### src/rtl/cmp_pkg.sv
// rtl/cmp_pkg.sv - shared types and result codes for the serial magnitude comparator
// Purpose: FSM state encoding and the EQ/LT/GT result codes used by the
//          comparator and its scoreboard.
// Ports:   none (package)
package cmp_pkg;

  typedef enum logic {
    COLLECT = 1'b0,
    RESULT  = 1'b1
  } state_t;

  localparam logic [1:0] EQ = 2'd0;
  localparam logic [1:0] LT = 2'd1;
  localparam logic [1:0] GT = 2'd2;

endpackage

### src/rtl/digit_cmp2.sv
// rtl/digit_cmp2.sv - gate-level 2-bit magnitude compare cell
// Purpose: combinational compare of one 2-bit digit pair.
// Ports:   a, b  in  2-bit digits
//          eq    out a == b
//          lt    out a <  b
//          gt    out a >  b
module digit_cmp2 (
  input  logic [1:0] a,
  input  logic [1:0] b,
  output logic       eq,
  output logic       lt,
  output logic       gt
);

  logic na1, na0, nb1, nb0;
  logic e1, e0;
  logic g_hi, g_lo, l_hi, l_lo;

  not u_na1 (na1, a[1]);
  not u_na0 (na0, a[0]);
  not u_nb1 (nb1, b[1]);
  not u_nb0 (nb0, b[0]);

  xnor u_e1 (e1, a[1], b[1]);
  xnor u_e0 (e0, a[0], b[0]);

  // The low bit only decides when the high bits match.
  and u_g_hi (g_hi, a[1], nb1);
  and u_g_lo (g_lo, e1, a[0], nb0);
  or  u_gt   (gt, g_hi, g_lo);

  and u_l_hi (l_hi, na1, b[1]);
  and u_l_lo (l_lo, e1, na0, b[0]);
  or  u_lt   (lt, l_hi, l_lo);

  and u_eq (eq, e1, e0);

endmodule

### src/rtl/serial_mag_compare.sv
// rtl/serial_mag_compare.sv - bit-serial magnitude comparator, MSB digit first
// Purpose: compares two WIDTH-bit operands delivered two bits per accepted
//          beat; the first differing digit locks the verdict, which is
//          presented on a registered valid/ready result port.
// Ports:   clk, rst_n            clock, async active-low reset
//          clear                 synchronous flush, highest priority
//          in_valid/in_ready     digit handshake, in_a/in_b 2-bit digits
//          out_valid/out_ready   result handshake
//          out_eq/out_lt/out_gt  verdict, exactly one set while out_valid
//          out_pos               index of deciding digit (0 = MSB), 0 if equal
module serial_mag_compare
  import cmp_pkg::*;
#(
  parameter int WIDTH = 8,
  parameter int IDXW  = ((WIDTH / 2) > 1) ? $clog2(WIDTH / 2) : 1
) (
  input  logic            clk,
  input  logic            rst_n,
  input  logic            clear,
  input  logic            in_valid,
  output logic            in_ready,
  input  logic [1:0]      in_a,
  input  logic [1:0]      in_b,
  output logic            out_valid,
  input  logic            out_ready,
  output logic            out_eq,
  output logic            out_lt,
  output logic            out_gt,
  output logic [IDXW-1:0] out_pos
);

  localparam int              DIGITS = WIDTH / 2;
  localparam logic [IDXW-1:0] LAST   = IDXW'(DIGITS - 1);

  state_t          state;
  logic [IDXW-1:0] idx;
  logic            decided;
  logic            lt_l, gt_l;
  logic [IDXW-1:0] pos_l;

  logic            cell_eq, cell_lt, cell_gt;
  logic            accept;
  logic            dec_now, lt_n, gt_n;
  logic [IDXW-1:0] pos_n;

  digit_cmp2 u_cell (
    .a  (in_a),
    .b  (in_b),
    .eq (cell_eq),
    .lt (cell_lt),
    .gt (cell_gt)
  );

  assign in_ready = (state == COLLECT) && !clear;
  assign accept   = in_valid && in_ready;

  // Decision state including the digit on the inputs; once decided, the
  // latched verdict wins and later digits have no effect.
  assign dec_now = decided | ~cell_eq;
  assign lt_n    = decided ? lt_l : cell_lt;
  assign gt_n    = decided ? gt_l : cell_gt;
  assign pos_n   = (!decided && !cell_eq) ? idx : pos_l;

  always_ff @(posedge clk or negedge rst_n) begin
    if (!rst_n) begin
      state     <= COLLECT;
      idx       <= '0;
      decided   <= 1'b0;
      lt_l      <= 1'b0;
      gt_l      <= 1'b0;
      pos_l     <= '0;
      out_valid <= 1'b0;
      out_eq    <= 1'b0;
      out_lt    <= 1'b0;
      out_gt    <= 1'b0;
      out_pos   <= '0;
    end else if (clear) begin
      state     <= COLLECT;
      idx       <= '0;
      decided   <= 1'b0;
      lt_l      <= 1'b0;
      gt_l      <= 1'b0;
      pos_l     <= '0;
      out_valid <= 1'b0;
      out_eq    <= 1'b0;
      out_lt    <= 1'b0;
      out_gt    <= 1'b0;
      out_pos   <= '0;
    end else begin
      case (state)
        COLLECT: begin
          if (accept) begin
            if (idx == LAST) begin
              state     <= RESULT;
              out_valid <= 1'b1;
              out_eq    <= ~dec_now;
              out_lt    <= lt_n;
              out_gt    <= gt_n;
              out_pos   <= pos_n;
              // Latches start fresh for the next operand.
              idx       <= '0;
              decided   <= 1'b0;
              lt_l      <= 1'b0;
              gt_l      <= 1'b0;
              pos_l     <= '0;
            end else begin
              idx       <= idx + 1'b1;
              decided   <= dec_now;
              lt_l      <= lt_n;
              gt_l      <= gt_n;
              pos_l     <= pos_n;
            end
          end
        end
        RESULT: begin
          if (out_ready) begin
            state     <= COLLECT;
            out_valid <= 1'b0;
            out_eq    <= 1'b0;
            out_lt    <= 1'b0;
            out_gt    <= 1'b0;
            out_pos   <= '0;
          end
        end
        default: state <= COLLECT;
      endcase
    end
  end

endmodule

### config.mk
export PLATFORM = sky130hd
export DESIGN_NAME = serial_mag_compare
export DESIGN_NICKNAME = d
export VERILOG_FILES = /design/src/rtl/cmp_pkg.sv /design/src/rtl/digit_cmp2.sv /design/src/rtl/serial_mag_compare.sv
export SDC_FILE = /design/constraint.sdc
export NUM_CORES = 1
export LEC_CHECK = 0
export ABC_AREA = 1
export ABC_CLOCK_PERIOD_IN_PS = 1400
export BUFFER_PORTS_ARGS = -buffer_cell sky130_fd_sc_hd__buf_4
export CORE_MARGIN = 3
export CORE_UTILIZATION = 51
export DETAILED_ROUTE_END_ITERATION = 10
export PLACE_DENSITY = 0.79
export REMOVE_ABC_BUFFERS = 1
export SYNTH_ARGS = -nofsm -noshare
export SYNTH_HDL_FRONTEND = slang
export SYNTH_SLANG_ARGS = --single-unit
### constraint.sdc
create_clock -name clk -period 1.4 [get_ports clk]
set_clock_uncertainty 0.1 [all_clocks]
set_input_delay 0.21 -clock clk [delete_from_list [all_inputs] [get_ports clk]]
set_output_delay 0.21 -clock clk [all_outputs]
set_load 0.05 [all_outputs]
==> reports/metrics.csv <==
metric,value,unit
CP bufs+invs,1,
power per standard cell area,918,nW/um^2
DR WL/cell,11.7,um
"area leader, netlist",dfrtp_1,
Die Y,44.6,um
Commonest cells post-synth,"nand2_1 (29), dfrtp_1 (14), inv_1 (12)",
GRT Residual Overflow,0,
antenna-violating nets left,0,
layout overhead on the synthesized area,23.1,%
# DRC,0,
Synth Cell Area,758,sq um
#FFs+latches synth,14,
detailed placement HPWL,1.24,mm
"Avg Cell Area, Syn",7.90,sq um
CP max stage cell,dfrtp_1,
Port Buffers,15,
pin count of the biggest net entering global routing,15,
Initial Utilization,56.2,%
die area,1990,sq um
setup TNS,0,ps
status,finished clean,
WL final,1.53,mm
Tcrit/Tclk final,94.8,%
most common cell in the synthesized netlist,nand2_1,
gpl congestion,0.877,
# setup viols final,0,
minimum clock period,1330,ps
vias in the first global route,658,
maxcap violations,0,
dominant delay contributor by cell family on the critical path,flip-flops,
M2 GR Usage,30.1,%
nature of the critical path endpoint,primary output,
Clock Latency Late Sink,270,ps
initial antenna violation count,0,
Pins Over Slew Limit,0,
M1 GR Usage,21.8,%
CP max FO,3,
# rows,13,
total clock sinks,14,
CP Class,reg2out,
Max Clk Rate,753,MHz
GRT Total Usage,18.0,%
YS warnings,0,
Core ar.,1350,sq um
Synth async-reset ratio,100,%
CTS buffer count,3,
first drt pass iteration count,4,
Pleak,0.000554,uW
Most used DFF post-synth,dfrtp_1,
"EDFF count, synth",0,
Iter 0 DRT Violations,7,
Vias/cell,5.02,
top cell type's share of synthesized area,46.2,%
grt peak-use layer,met2,
Largest regs,"idx x2, out_pos x2, pos_l x2",
ANT cells,0,
register area share after synthesis,46.2,%
"slowest stage delay, CP",430,ps
H-Tree Depth,1,
RSZ-0062 raised after global routing,no,
synthesized instance count,96,
hold crit path type,in2reg,
M3 GR Usage,4.07,%
Clock transition at path regs,80,ps
CTS root buffer,clkbuf_4,
worst-margin pin slew,203,ps
share of cells above drive strength 1,28.4,%
worst vdd ir,0.000435,V
CTS tree,done,
crit path cell chain,nor2_4 > buf_6,
CTS max path bufs,2,
Synth area leaders,"dfrtp_1 (46%), nand2_1 (14%), nand3_1 (6.6%)",
vias,657,
startpoint types,register,
global-route wire length before repair,2.59,mm
Ports,16,
"Req. time, crit path",1090,ps
synth unique cells,15,
Worst Path Arrival,1020,ps
Util after Layout,69.1,%
fin nets,130,
final hold vios,0,
Max transition margin,86.5,%
Die W,44.6,um
==> report_power, final <==
part | total (uW) | internal [uW] | leakage [uW] | switching, uW
Combinational | 189 | 70.0 | 0.000350 | 119
Sequential | 447 | 430 | 0.000191 | 17.1
Clock | 221 | 99.6 | 0.0000138 | 121
==> per-layer routing <==
layer | up-vias | part of all wire [%]
met5 | - | 0
met1 | 296 | 43
li1 | 335 | -
met3 | 4 | 5.9
met4 | 0 | 2.2
met2 | 22 | 49
==> final timing paths <==
kind	cells after the start	slack, ps	to	from
max reg2reg	6	140	gt_l	state
min in group asynchronous	2	210	state	rst_n
min reg2reg	2	380	out_pos[0]	out_pos[0]
max	2	70	in_ready	state
min	4	150	state	clear
max in group asynchronous	2	830	decided	rst_n
==> placed cells by master (no fill, tap or decap), types with 3 or more instances in the layout <==
cell type,netlist,routed
buf_4,0,15
clkbuf_4,0,3
dfrtp_1,14,14
ha_1,3,3
inv_1,12,12
inv_2,5,5
nand2_1,29,29
nand2_2,4,4
nand3_1,10,10
nor2_1,3,3
nor2_4,3,3
o21ai_0,4,4
o21ai_1,4,4
==> what timing repair did <==
item                                   4_1_cts  5_1_grt
resized for setup                            0        1
hold buffers                                 1        0
setup endpoints to repair                    0        1
endpoints found under the hold margin       14        0
setup buffers                                0        1
==> per-stage QoR <==
step / cell area [sq um] / hold WS, ps / setup WS, ps / total power, uW / cells
floorplan: 758 / -186 / 5.19 / 573 / 96
global placement: 890 / -32.3 / 71.2 / 630 / 126
detailed placement: 890 / -31.7 / 15.8 / 639 / 126
CTS: 922 / 146 / 2.42 / 860 / 130
global route: 933 / 177 / 22.7 / 907 / 131
finish: 933 / 145 / 72.2 / 857 / 131
==> worst register-to-register path, delay by kind of cell, from the launching register on <==
| family | cells | cell delay [ps] |
|---|---|---|
| compound gates | 1 | 60 |
| buf+inv | 1 | 110 |
| flops | 1 | 430 |
| simple gates | 4 | 450 |
==> kinds of logic after synthesis <==
logic type | Yosys count | synth area share (%)
buf+inv | 17 | 8.42
flops | 14 | 46.2
simple gates | 52 | 33.3
compound gates | 10 | 7.10
fa+ha+maj | 3 | 4.95
==> final cells by class <==
| class | count | area (sq um) |
|---|---|---|
| Clock buffer | 3 | 22.5 |
| Sequential cell | 14 | 350 |
| Inverter | 17 | 63.8 |
| Fill cell | 118 | 417 |
| Multi-Input combinational cell | 65 | 344 |
| Tap cell | 15 | 18.8 |
| Timing Repair Buffer | 17 | 134 |
(Power assumes the default switching activity.)
